$ cat src/rtl/dsdaccel_imgfetch_ctrl.sv
// Image ROM fetch sequencer: drives ROM word addresses and aligner controls.
// Optional perf counters (o_STALL_CNT/o_BEAT_CNT) under IMGFETCH_PERF_EN.
module dsdaccel_imgfetch_ctrl #(
  parameter int IAW    = 10,
  parameter int LW     = 8,
  parameter int RD_LAT = 2
) (
  input  logic           i_CLK,
  input  logic           i_RST,
  input  logic           i_START,
  input  logic [IAW+3:0] i_BYTE_ADDR,
  input  logic [LW-1:0]  i_BEATS,
  input  logic           i_STALL,
  output logic           o_BUSY,
  output logic           o_DONE,
  output logic [IAW-1:0] o_ROM_ADDR,
  output logic           o_ROM_HOLD,
  output logic           o_OFFSET_WE,
  output logic [4:0]     o_OFFSET,
  output logic           o_VALID,
  output logic [LW-1:0]  o_BEAT_IDX
`ifdef IMGFETCH_PERF_EN
  ,
  output logic [15:0]    o_STALL_CNT,
  output logic [15:0]    o_BEAT_CNT
`endif
);

  typedef enum logic [1:0] {
    IDLE,
    PRIME,
    STREAM,
    DRAIN
  } state_t;

  localparam logic [RD_LAT-1:0] TOP = 1 << (RD_LAT - 1);
  localparam logic LAT_ODD = (RD_LAT % 2) == 1;
  localparam logic [LW:0] REM_ONE = 1;

  state_t          state;
  state_t          state_nx;
  logic [IAW-1:0]  addr;
  logic [3:0]      boff;
  logic [LW:0]     rem;
  logic [RD_LAT-1:0] vp;
  logic [LW-1:0]   beat;
  logic            par;
  logic            done;

  logic start_ok;
  logic start_zero;
  logic issue;
  logic push;
  logic consume;
  logic drained;

  always_comb begin
    state_nx   = state;
    start_ok   = 1'b0;
    start_zero = 1'b0;
    issue      = 1'b0;
    push       = 1'b0;
    drained    = 1'b0;
    unique case (state)
      IDLE: begin
        start_ok   = i_START && (i_BEATS != '0);
        start_zero = i_START && (i_BEATS == '0);
        if (start_ok) state_nx = PRIME;
      end
      PRIME: begin
        issue = !i_STALL;
        if (issue) state_nx = STREAM;
      end
      STREAM: begin
        issue = !i_STALL;
        push  = issue;
        if (issue && rem == REM_ONE) state_nx = DRAIN;
      end
      DRAIN: begin
        drained = !i_STALL && ((vp & ~TOP) == '0);
        if (drained) state_nx = IDLE;
      end
      default: state_nx = IDLE;
    endcase
  end

  assign o_BUSY      = (state != IDLE);
  assign o_DONE      = done;
  assign o_ROM_ADDR  = addr;
  assign o_ROM_HOLD  = o_BUSY && i_STALL;
  assign o_VALID     = vp[RD_LAT-1];
  assign o_BEAT_IDX  = o_VALID ? beat : '0;
  assign o_OFFSET_WE = (state == PRIME) && !i_STALL;
  // Slot the prime word lands in: parity advances RD_LAT times unstalled.
  assign o_OFFSET    = o_OFFSET_WE ? {par ^ LAT_ODD, boff} : '0;
  assign consume     = o_VALID && !i_STALL;

  always_ff @(posedge i_CLK) begin
    if (i_RST) begin
      state <= IDLE;
      addr  <= '0;
      boff  <= '0;
      rem   <= '0;
      vp    <= '0;
      beat  <= '0;
      par   <= 1'b1;
      done  <= 1'b0;
    end else begin
      state <= state_nx;
      par   <= o_ROM_HOLD ? par : ~par;
      done  <= start_zero || drained;
      if (start_ok) begin
        addr <= i_BYTE_ADDR[IAW+3:4];
        boff <= i_BYTE_ADDR[3:0];
        rem  <= {1'b0, i_BEATS} + REM_ONE;
        beat <= '0;
      end
      if (issue) begin
        rem <= rem - REM_ONE;
        if (rem != REM_ONE) addr <= addr + 1'b1;
      end
      if (!i_STALL) vp <= (vp << 1) | RD_LAT'(push);
      if (consume) beat <= beat + 1'b1;
    end
  end

`ifdef IMGFETCH_PERF_EN
  logic [15:0] scnt;
  logic [15:0] bcnt;

  always_ff @(posedge i_CLK) begin
    if (i_RST) begin
      scnt <= '0;
      bcnt <= '0;
    end else if (state == IDLE && i_START) begin
      scnt <= '0;
      bcnt <= '0;
    end else begin
      if (o_ROM_HOLD && scnt != '1) scnt <= scnt + 1'b1;
      if (consume && bcnt != '1) bcnt <= bcnt + 1'b1;
    end
  end

  assign o_STALL_CNT = scnt;
  assign o_BEAT_CNT  = bcnt;
`endif

endmodule
$ cat config.mk
export PLATFORM = sky130hd
export DESIGN_NAME = dsdaccel_imgfetch_ctrl
export DESIGN_NICKNAME = d
export VERILOG_FILES = /design/src/rtl/dsdaccel_imgfetch_ctrl.sv
export SDC_FILE = /design/constraint.sdc
export NUM_CORES = 1
export LEC_CHECK = 0
export BUFFER_PORTS_ARGS = -buffer_cell sky130_fd_sc_hd__buf_2
export CORE_MARGIN = 5
export CORE_UTILIZATION = 33
export CTS_CLUSTER_DIAMETER = 200
export DETAILED_ROUTE_END_ITERATION = 10
export GPL_ROUTABILITY_DRIVEN = 0
export SETUP_SLACK_MARGIN = 0.5
export SLEW_MARGIN = 5
export SYNTH_ARGS = -nofsm -noshare
export SYNTH_HDL_FRONTEND = slang
export SYNTH_SLANG_ARGS = --single-unit
$ cat constraint.sdc
create_clock -name i_CLK -period 2.6 [get_ports i_CLK]
set_clock_uncertainty 0.05 [all_clocks]
set_input_delay 0 -clock i_CLK [delete_from_list [all_inputs] [get_ports i_CLK]]
set_output_delay 0 -clock i_CLK [all_outputs]
set_load 0.05 [all_outputs]
### After elaboration in Yosys (flattened, before gate mapping)

Index checks and enable logic that the tools add are counted.

| storage, ports and cells | value |
|---|---|
| output and inout bits | 28 |
| memory bits (writable) | 0 |
| memories kept | 0 |
| bits in read-only memories | 0 |
| bits in latches | 0 |
| logic and storage cells | 60 |
| flip-flop bits (word level) | 37 |

| cells by class | value |
|---|---|
| order comparisons | 0 |
| shift operators | 0 |
| divide/modulo/power cells | 0 |
| $add $sub $neg | 4 |
| eq/ne operators | 9 |
| bitwise gates (word level) | 2 |
| $mul | 0 |
| reduce and logical (&&, ||, !) cells | 18 |
| mux-type cells | 19 |

Operators by type and width:

| operator | number |
|---|---|
| $mux W10 | 3 |
| $mux W8 | 3 |
| $mux W9 | 2 |
| $add A10 B1 Y10 const B | 1 |
| $add A8 B1 Y9 const B | 1 |
| $eq A9 B1 Y1 const B | 1 |
| $ne A9 B1 Y1 const B | 1 |
| $sub A9 B1 Y9 const B | 1 |
| $add A8 B1 Y8 const B | 1 |
| $logic_not A8 Y1 | 1 |
| $mux W2 | 4 |
| $ne A2 B2 Y1 const B | 4 |
| $pmux W2 S4 | 1 |
| $reduce_bool A8 Y1 | 1 |
| $logic_and A1 B1 Y1 | 7 |
| $reduce_bool A2 Y1 | 3 |
| $mux W1 | 5 |
| $mux W5 | 1 |
| $eq A2 B2 Y1 const B | 2 |
| $logic_not A2 Y1 | 2 |
| $reduce_and A4 Y1 | 1 |
| $eq A2 B1 Y1 const B | 1 |
| $or A2 B1 Y2 | 1 |
| $reduce_or A2 Y1 | 1 |
| 3 further kinds | 3 |

### Longest topological paths before layout

Gate-level depths: netlist of run 1.

| logic depth | value |
|---|---|
| word-level depth | 6 |
| depth in mapped cells | 8 |
| mapped depth without buffers | 6 |

### Worst setup path before layout of run 1

OpenSTA, ideal clock, no wires.

| timing | value |
|---|---|
| path kind | reg2reg |
| start | register state[0] |
| end | register addr[7], in the netlist o_ROM_ADDR[7] |
| required time | 2.428 ns |
| path buffers | 1 |
| arrival time | 1.811 ns |
| path slack | 0.617 ns |
| cell stages (with the launch flop) | 8 |
| cell sequence | dfxtp_1 inv_1 ha_1 nand2b_1 clkbuf_1 a21oi_2 nor2_1 o311a_1 |

| on the way | value |
|---|---|
| word-level cells in the longest chain between the ends | 5 |
| elaborated cells between the ends (all ways) | 9 |

Ends and longest elaborated chain:

| element | RTL line | text |
|---|---|---|
| start, declared | 40 | `state_t state;` |
| start signal, assigned | 109 | `state <= state_nx;` |
| $logic_not A2 Y1 | 64 | `unique case (state)` |
| $mux W1 | 64 |  |
| $mux W10 | 112 | `if (start_ok) begin` |
| $mux W10 | 120 | `if (rem != REM_ONE) addr <= addr + 1'b1;` |
| $mux W10 * | 118 | `if (issue) begin` |
| end signal, assigned | 113 | `addr <= i_BYTE_ADDR[IAW+3:4];` |
| end signal, assigned | 120 |  |
| end, declared | 42 | `logic [IAW-1:0] addr;` |

Every way passes the cells marked *; elsewhere a longest branch is shown, timed or not.
A chain may end at the register's enable or synchronous reset.

### Final worst setup path of run 1

| timing | value |
|---|---|
| start | register state[1] |
| end | register addr[4], in the netlist o_ROM_ADDR[4] |

Same word-level chain as after synthesis.

==> flow_metrics.tcl, run 1 <==
set metrics [dict create \
    outcome "completed" \
    hold_start "i_BEATS[0]" \
    syn_nets 338 \
    clock_sinks 37 \
    setup_tns_ps 0 \
    dp_cells 448 \
    post_cts_buffers 0 \
    yosysSeqAreaShare_pct 30.8 \
    r2r_slack_ps 590 \
    crit_path_end_kind "flop" \
    reg2regPathDepth 7 \
    grt.total_usage_pct 15.0 \
    worst_ep_required_time_ps 2770 \
    stdcell_count 465 \
    async_reset_ff_share_pct 0 \
    cts-htree-levels 2 \
    yosysWarningCount 0 \
    dieWidth_um 95.3 \
    grt_pass1_wl_um 10900 \
    synth_edf_count 0 \
    dieArea_sq_mm 0.00908 \
    r2r-end "o_ROM_ADDR[4]$_SDFF_PP0_" \
    hold_viol_final 0 \
    clk_pin_slew_ps 80 \
    clk-insertion-delay-late_ps 280 \
    r2r_start "state[1]$_SDFFE_PP0P_" \
    rows 31 \
    wl_um 6700 \
    cts_tree "built" \
    port_buffers 53 \
    holdWs_ps 42.1 \
    yosysTopAreaCell "dfxtp_1" \
    min_path_type "in2reg" \
    wl_per_cell_um 14.4 \
    drc 0 \
    synth_cell_types 59 \
    grt_max_degree 22 \
    period_minus_slack_ps 2010 \
    gr-total-overflow 0 \
    slew_violations 0 \
    vdd_ir_drop_max_uv 412 \
    vias_per_cell 5.28 \
    initial_core_util_pct 33.5 \
    cts.path.max_buffers 2 \
    setup_ws_ps 589 \
    cts_buffers 5 \
    syn-mean-instance-area_sq_um 7.95 \
    cp.arrival_ps 2180 \
    yosys_most_used_dff "dfxtp_1" \
    yosys-top-cells-area "dfxtp_1 (31%), nand2_1 (6.1%), ha_1 (5.2%), mux2i_1 (4.6%), nand3_1 (4.4%)" \
    cts_root_buf "clkbuf_8" \
    diodes 0 \
    place_ws_ps 397 \
    die_h_um 95.3 \
    yosysMostFrequentCell "nand2_1" \
    antenna_found_initial 0 \
    max_slew_margin_pct 61.2 \
    synth_top_area_share_pct 30.8 \
    p_leak_nw 1.19 \
    tightest_slew_ps 578 \
    fill_cells 738 \
    path_class "reg2reg" \
    cp_max_fo 6 \
    clock.fmax_ghz 0.497 \
    fin_crit_sh_pct 77.3 \
    drv_cap 0 \
    finalSetupViolCount 0 \
    syn_inst 302 \
    drt_iter0_markers 124 \
    min_to "rem[0]$_SDFFE_PP0P_" \
    syn_area_sq_mm 0.00240 \
    area_growth_pct 25.6 \
    synth_common_cells "nand2_1 (39), dfxtp_1 (37), nand3_1 (21), a21oi_1 (17)" \
    coreArea_sq_mm 0.00718 \
    drive_above_1_share_pct 24.3 \
    p_per_area_mw_per_mm2 933 \
    dr.pass1.iters 4 \
    yosys_register_bits 37 \
    worstHoldPathCells 4 \
    ios 54 \
    final_nets 402 \
    dp_hpwl_um 4930 \
    grt_setup_unrepaired "true" \
    crit_path_start_kind "flop" \
    grt_pass1_vias 2304 \
    vias 2456 \
    drtAntennaViolNets 0 \
]
routing by layer:
metal	up-vias	share of wire (%)	track usage, %
met5	-	0	0
met4	0	0.72	3.73
met3	2	6.7	3.16
met2	78	46	24.1
met1	1135	47	20.3
li1	1241	-	-
sequential cells by signal (all words and copies together), names as in the netlist:
| name | flops |
|---|---|
| vp | 2 |
| o_DONE | 1 |
| par | 1 |
| boff | 4 |
| state | 2 |
| beat | 8 |
| o_ROM_ADDR | 10 |
| rem | 9 |
what timing repair did:
| item | 4_1_cts | 5_1_grt |
|---|---|---|
| hold buffers | 10 | 0 |
| endpoints found under the hold margin | 10 | 0 |
| setup endpoints to repair | 3 | 8 |
| gates resized for setup | 1 | 5 |
stage by stage:
step                power (mW)  instance area, sq um  utilization [%]
finish                    2.81                  3020             42.0
global route              3.01                  3020             42.0
CTS                       2.76                  2980             41.5
detailed placement        2.32                  2790             38.8
global placement          2.32                  2790             38.8
floorplan                 1.96                  2400                -
placed cells by master, fill, tap and decap left out, types with 11 or more instances in the layout:
cell and instances:
a21oi_1 17, and2_1 14, buf_2 53, buf_4 11, dfxtp_1 37, inv_1 13, mux2i_1 11, nand2_1 39
nand3_1 21, nor2_1 14
worst max path at each step:
stage,start,end,slack [ps]
2_1_floorplan,state[0]$_SDFFE_PP0P_,o_ROM_ADDR[7]$_SDFF_PP0_,620
3_3_place_gp,state[0]$_SDFFE_PP0P_,rem[7]$_SDFFE_PP0P_,450
3_5_place_dp,state[1]$_SDFFE_PP0P_,rem[7]$_SDFFE_PP0P_,400
4_1_cts,state[0]$_SDFFE_PP0P_,rem[7]$_SDFFE_PP0P_,570
5_1_grt,rem[0]$_SDFFE_PP0P_,state[1]$_SDFFE_PP0P_,490
6_report,state[1]$_SDFFE_PP0P_,o_ROM_ADDR[4]$_SDFF_PP0_,590
layout make-up:
class | count | area, sq um | share of cell area [%]
Multi-Input combinational cell | 235 | 1560 | 51.9
Sequential cell | 37 | 741 | 24.6
Timing Repair Buffer | 74 | 448 | 14.9
Tap cell | 99 | 124 | 4.11
Clock buffer | 6 | 82.6 | 2.74
Inverter | 13 | 48.8 | 1.62
Clock inverter | 1 | 7.51 | 0.249
critical path: stages (launching register included):
cell and delay (ps):
dfxtp_1 380, inv_1 80, ha_2 390, nand2b_1 130, a21oi_4 240, buf_4 210, mux2_2 330, o22ai_1 130
power by group:
| part | leakage (nW) | internal [mW] | total (mW) | switching (mW) |
|---|---|---|---|---|
| sequential | 0.303 | 0.711 | 0.888 | 0.177 |
| clock | 0.0433 | 0.210 | 0.416 | 0.206 |
| combinational | 0.843 | 0.561 | 1.51 | 0.949 |
cells by family (layout without fill, tap and decap cells):
group	after synthesis	after routing	synth area share, %
simple gates	133	133	29.7
mux	13	13	5.52
buf+inv	30	94	5.68
xor+xnor	5	5	1.82
flops	37	37	30.8
fa+ha+maj	10	10	5.21
compound gates	74	74	21.2
Power figures use the tool's default switching activity.
==> inputs of run 2 (changes only) <==
ABC_AREA = 1   (was unset)
clock period = 2.1 ns   (was 2.6 ns; I/O delays follow)
==> flow_metrics.tcl, run 2 <==
set metrics [dict create \
    tightest_slew_ps 567 \
    min_path_type "in2reg" \
    antenna_found_initial 0 \
    p_leak_nw 1.56 \
    synth_top_family_by_area "simple AND/OR/NAND/NOR gates" \
    hold_viol_final 0 \
    synth_cell_types 34 \
    synth_adder_area_share_pct 5.15 \
    dp_hpwl_um 4570 \
    synth-xor-area-share_pct 3.24 \
    yosys_most_used_dff "dfxtp_1" \
    yosys.area_share.simple_pct 37.5 \
    rows 31 \
    vias_per_cell 4.67 \
    grt_pass1_wl_um 10400 \
    drive_above_1_share_pct 22.3 \
    synth_top_area_share_pct 30.5 \
    dieWidth_um 95.8 \
    drv_cap 0 \
    syn_inst 382 \
    grt.total_usage_pct 14.1 \
    finalSetupViolCount 0 \
    yosysTopAreaCell "dfxtp_1" \
    slew_violations 0 \
    grt_pass1_vias 2340 \
    wl_um 6270 \
    layout_commonest_cell "nand2_1" \
    drtAntennaViolNets 0 \
    yosysMostFrequentCell "nand2_1" \
    synth_edf_count 0 \
    path_class "reg2reg" \
    syn_nets 418 \
    cts_buffers 5 \
    diodes 0 \
    setup_tns_ps 0 \
    final_nets 489 \
    vdd_ir_drop_max_uv 320 \
    crit_path_end_kind "flop" \
    clock.fmax_ghz 0.659 \
    async_reset_ff_share_pct 0 \
    syn_area_sq_mm 0.00243 \
    area_growth_pct 27.9 \
    gr-total-overflow 0 \
    drc 0 \
    synth_common_cells "nand2_1 (94), inv_1 (53), nor2_1 (46), nand3_1 (40), dfxtp_1 (37)" \
    dieArea_sq_mm 0.00918 \
    fin_crit_sh_pct 72.3 \
    port_buffers 53 \
    cp_max_fo 20 \
    yosys-top-cells-area "dfxtp_1 (30%), nand2_1 (15%), nand3_1 (8.2%), inv_1 (8.2%), nor2_1 (7.1%)" \
    clk-insertion-delay-late_ps 280 \
    cts_root_buf "clkbuf_8" \
    grt_max_degree 21 \
    syn-mean-instance-area_sq_um 6.36 \
    ios 54 \
    clock_sinks 37 \
    cp.arrival_ps 1640 \
    power.total_mw 3.75 \
    die_h_um 95.8 \
    crit_path_start_kind "flop" \
    dr.pass1.iters 4 \
    period_minus_slack_ps 1520 \
    outcome "completed" \
    yosysSeqAreaShare_pct 30.5 \
    p_per_area_mw_per_mm2 1210 \
    wl_per_cell_um 11.4 \
    cts.path.max_buffers 2 \
    final_cell_mix "nand2_1 (93), buf_2 (53), inv_1 (49)" \
    yosys_register_bits 37 \
    clk_pin_slew_ps 70 \
    vias 2576 \
    cts-htree-levels 2 \
    max_slew_margin_pct 62.1 \
    initial_core_util_pct 33.7 \
    worst_ep_required_time_ps 2220 \
    drt_iter0_markers 90 \
    synth_compound_area_share_pct 11.9 \
    holdWs_ps 8.01 \
    yosysWarningCount 0 \
    synth.area.mux_share_pct 0 \
    coreArea_sq_mm 0.00721 \
    cts_tree "built" \
    grt_setup_unrepaired "true" \
    largest_reg_flops 10 \
]
## run 2: changes by cell type after synthesis, sizes merged, moves of 11 or more
cell	previous run	this run
nor2	14	51
nand3	21	40
nand2	39	98
inv	13	58
and2	14	0
o21ai	10	25
mux2i	11	0
## run 2: logic make-up after synthesis
| logic type | after synthesis |
|---|---|
| adders and majority gates | 10 |
| buffers and inverters | 69 |
| and+or+nand+nor | 201 |
| xor gates and xnor gates | 9 |
| DFF | 37 |
| AOI/OAI and AO/OA | 56 |
## run 2: through the flow
step	util [%]	setup slack (ps)	instances	area (sq um)
2_1_floorplan	-	488	382	2440
3_3_place_gp	38.6	466	526	2780
3_5_place_dp	38.6	416	526	2780
4_1_cts	42.7	508	551	3080
5_1_grt	43.1	495	552	3110
6_report	43.1	582	552	3110
## run 2: where the power goes
part           total [mW]  switching (mW)  internal, mW
Sequential           1.12           0.197         0.919
Clock               0.505           0.244         0.261
Combinational        2.13            1.43         0.698
Total                3.75            1.87          1.88
## run 2: routing by layer
| metal | up-vias | share of wire (%) | routed length, um | track usage [%] |
|---|---|---|---|---|
| met3 | 5 | 6.0 | 378 | 2.42 |
| met1 | 1148 | 47 | 2960 | 19.4 |
| met4 | 0 | 0.96 | 60 | 3.20 |
| met2 | 79 | 46 | 2870 | 23.0 |
| li1 | 1344 | - | - | - |
| met5 | - | 0 | 0 | 0 |
## run 2: cell type report
cell class / count / area, sq um
Timing Repair Buffer: 73 / 459
Multi-Input combinational cell: 277 / 1460
Fill cell: 779 / 4100
Tap cell: 99 / 124
Sequential cell: 37 / 747
Inverter: 59 / 231
Clock buffer: 7 / 86.3
## run 2: timing repair
item	4_1_cts	5_1_grt
setup endpoints to repair	23	23
gates cloned	1	0
buffers inserted	4	1
resized for setup	17	6
hold endpoints to repair	13	0
hold buffers	13	0
pin swaps	3	3
## run 2: final timing paths
path	startpoint	to	slack, ps	cells past startpoint
max	state[1]$_SDFFE_PP0P_	o_ROM_ADDR[0]$_SDFF_PP0_	580	8
min	i_RST	beat[4]$_SDFFE_PP0P_	8	2
max reg2reg	state[1]$_SDFFE_PP0P_	o_ROM_ADDR[0]$_SDFF_PP0_	580	8
min reg2reg	boff[3]$_SDFFE_PP0N_	boff[3]$_SDFFE_PP0N_	400	2
## run 2: worst max-delay path: stages (launching register included)
cell and delay, ps:
dfxtp_2 350, inv_2 60, ha_4 260, inv_2 50
nor2_8 160, nand2_2 90, buf_8 160, o21ai_0 170
a21oi_1 60
==> inputs of run 3 (changes only) <==
ABC_AREA = 0   (was 1)
clock period = 1.3 ns   (was 2.1 ns; I/O delays follow)
==> flow_metrics.tcl, run 3 (synthesis results as in run 1) <==
set metrics [dict create \
    power.total_mw 9.09 \
    period_minus_slack_ps 1850 \
    die_h_um 95.3 \
    fin_crit_sh_pct 142 \
    largest_reg_flops 10 \
    clk-insertion-delay-late_ps 290 \
    dp_cells 517 \
    drt_iter0_markers 89 \
    antenna_found_initial 0 \
    drv_cap 0 \
    clock.fmax_ghz 0.540 \
    grt.total_usage_pct 18.6 \
    violations "negative setup slack" \
    port_buffers 53 \
    vias_per_cell 5.16 \
    dr.pass1.iters 4 \
    min_path_type "in2reg" \
    clock_sinks 37 \
    pwr-share-comb_pct 69.0 \
    final_util_pct 65.8 \
    stdcell_count 559 \
    seqCellArea_sq_um 772 \
    dp_hpwl_um 5700 \
    finalSetupViolCount 42 \
    ios 54 \
    worst_ep_required_time_ps 1420 \
    slew_violations 0 \
    drc 0 \
    grt_pass1_wl_um 13400 \
    worstHoldPathCells 2 \
    power.share.clock_pct 11.7 \
    hold_viol_final 0 \
    tightest_slew_ps 461 \
    setup_ws_ps -551 \
    final_cell_mix "buf_4 (64), buf_6 (35), buf_8 (27)" \
    p_seq_share_pct 19.3 \
    area_growth_pct 96.7 \
    vias 2886 \
    grt_setup_unrepaired "true" \
    switchingPower_mw 3.67 \
    path_class "reg2reg" \
    cts.path.max_buffers 2 \
    cp_max_fo 6 \
    vdd_ir_drop_max_uv 863 \
    wl_per_cell_um 15.0 \
    cts-htree-levels 2 \
    setup_tns_ps -12130 \
    fill_cells 553 \
    dieWidth_um 95.3 \
    multi_input_area_sq_mm 0.00202 \
    cts_root_buf "clkbuf_8" \
    p_leak_nw 1.93 \
    coreArea_sq_mm 0.00718 \
    grt_pass1_vias 2919 \
    drive_above_1_share_pct 61.3 \
    initial_core_util_pct 33.5 \
    crit_path_end_kind "flop" \
    p_int_mw 5.42 \
    grt_max_degree 17 \
    holdWs_ps 30.5 \
    max_slew_margin_pct 69.2 \
    final_nets 495 \
    diodes 0 \
    p_sw_share_pct 40.4 \
    p_per_area_mw_per_mm2 1920 \
    cts_tree "built" \
    layout_commonest_cell "buf_4" \
    cts_buffers 5 \
    drtAntennaViolNets 0 \
    cp.arrival_ps 1970 \
    gr-total-overflow 0 \
    wl_um 8390 \
    rows 31 \
    clk_pin_slew_ps 80 \
    crit_path_start_kind "flop" \
    dieArea_sq_mm 0.00908 \
    reg2regPathDepth 4 \
    outcome "finished, violations left" \
]
## run 3: area by class of cell
cell class / instances / share of cell area (%)
multi-input combinational: 235 / 42.8
timing repair buffer: 167 / 34.7
sequential: 37 / 16.3
tap: 99 / 2.62
clock buffer: 7 / 1.83
inverter: 13 / 1.11
clock inverter: 1 / 0.636
## run 3: final timing paths
| check | from | end | slack, ps |
|---|---|---|---|
| hold / removal | i_RST | o_ROM_ADDR[9]$_SDFF_PP0_ | 30 |
| setup / recovery | rem[4]$_SDFFE_PP0P_ | rem[8]$_SDFFE_PP0P_ | -550 |
| setup reg to reg | rem[4]$_SDFFE_PP0P_ | rem[8]$_SDFFE_PP0P_ | -550 |
| hold reg to reg | boff[2]$_SDFFE_PP0N_ | boff[2]$_SDFFE_PP0N_ | 430 |
## run 3: repair_timing
item | CTS | global route
gates cloned | 1 | 0
endpoints found under the setup margin | 65 | 65
hold endpoints to repair | 10 | 0
buffers inserted | 16 | 7
resized for setup | 156 | 35
hold buffers | 10 | 0
pin swaps | 45 | 12
## run 3: routing by layer
| metal | wire length (um) | track usage (%) | vias up |
|---|---|---|---|
| met5 | 0 | 0 | - |
| met4 | 170 | 5.17 | 0 |
| met3 | 308 | 4.18 | 18 |
| met2 | 4190 | 31.7 | 57 |
| met1 | 3730 | 23.6 | 1376 |
| li1 | - | - | 1435 |
## run 3: critical path: stages (launching register included)
cell      delay (ps)
dfxtp_2          320
or4_4            590
or4_1            520
a21oi_2          170
a211oi_2          70
## run 3: power by group through the flow
stage | combinational [mW] | clock [mW] | sequential [mW]
2_1_floorplan | 2.31 | 0 | 2.08
3_3_place_gp | 4.28 | 0 | 1.72
3_5_place_dp | 4.34 | 0 | 1.72
4_1_cts | 5.71 | 1.08 | 1.75
5_1_grt | 6.61 | 1.15 | 1.81
6_report | 6.27 | 1.06 | 1.76
## run 3: metrics by stage
step,setup WS (ps),instance area (sq um)
after CTS,-464,4490
after floorplan,-401,2640
after detailed placement,-508,3560
final,-551,4720
after global routing,-592,4720
after global placement,-471,3560
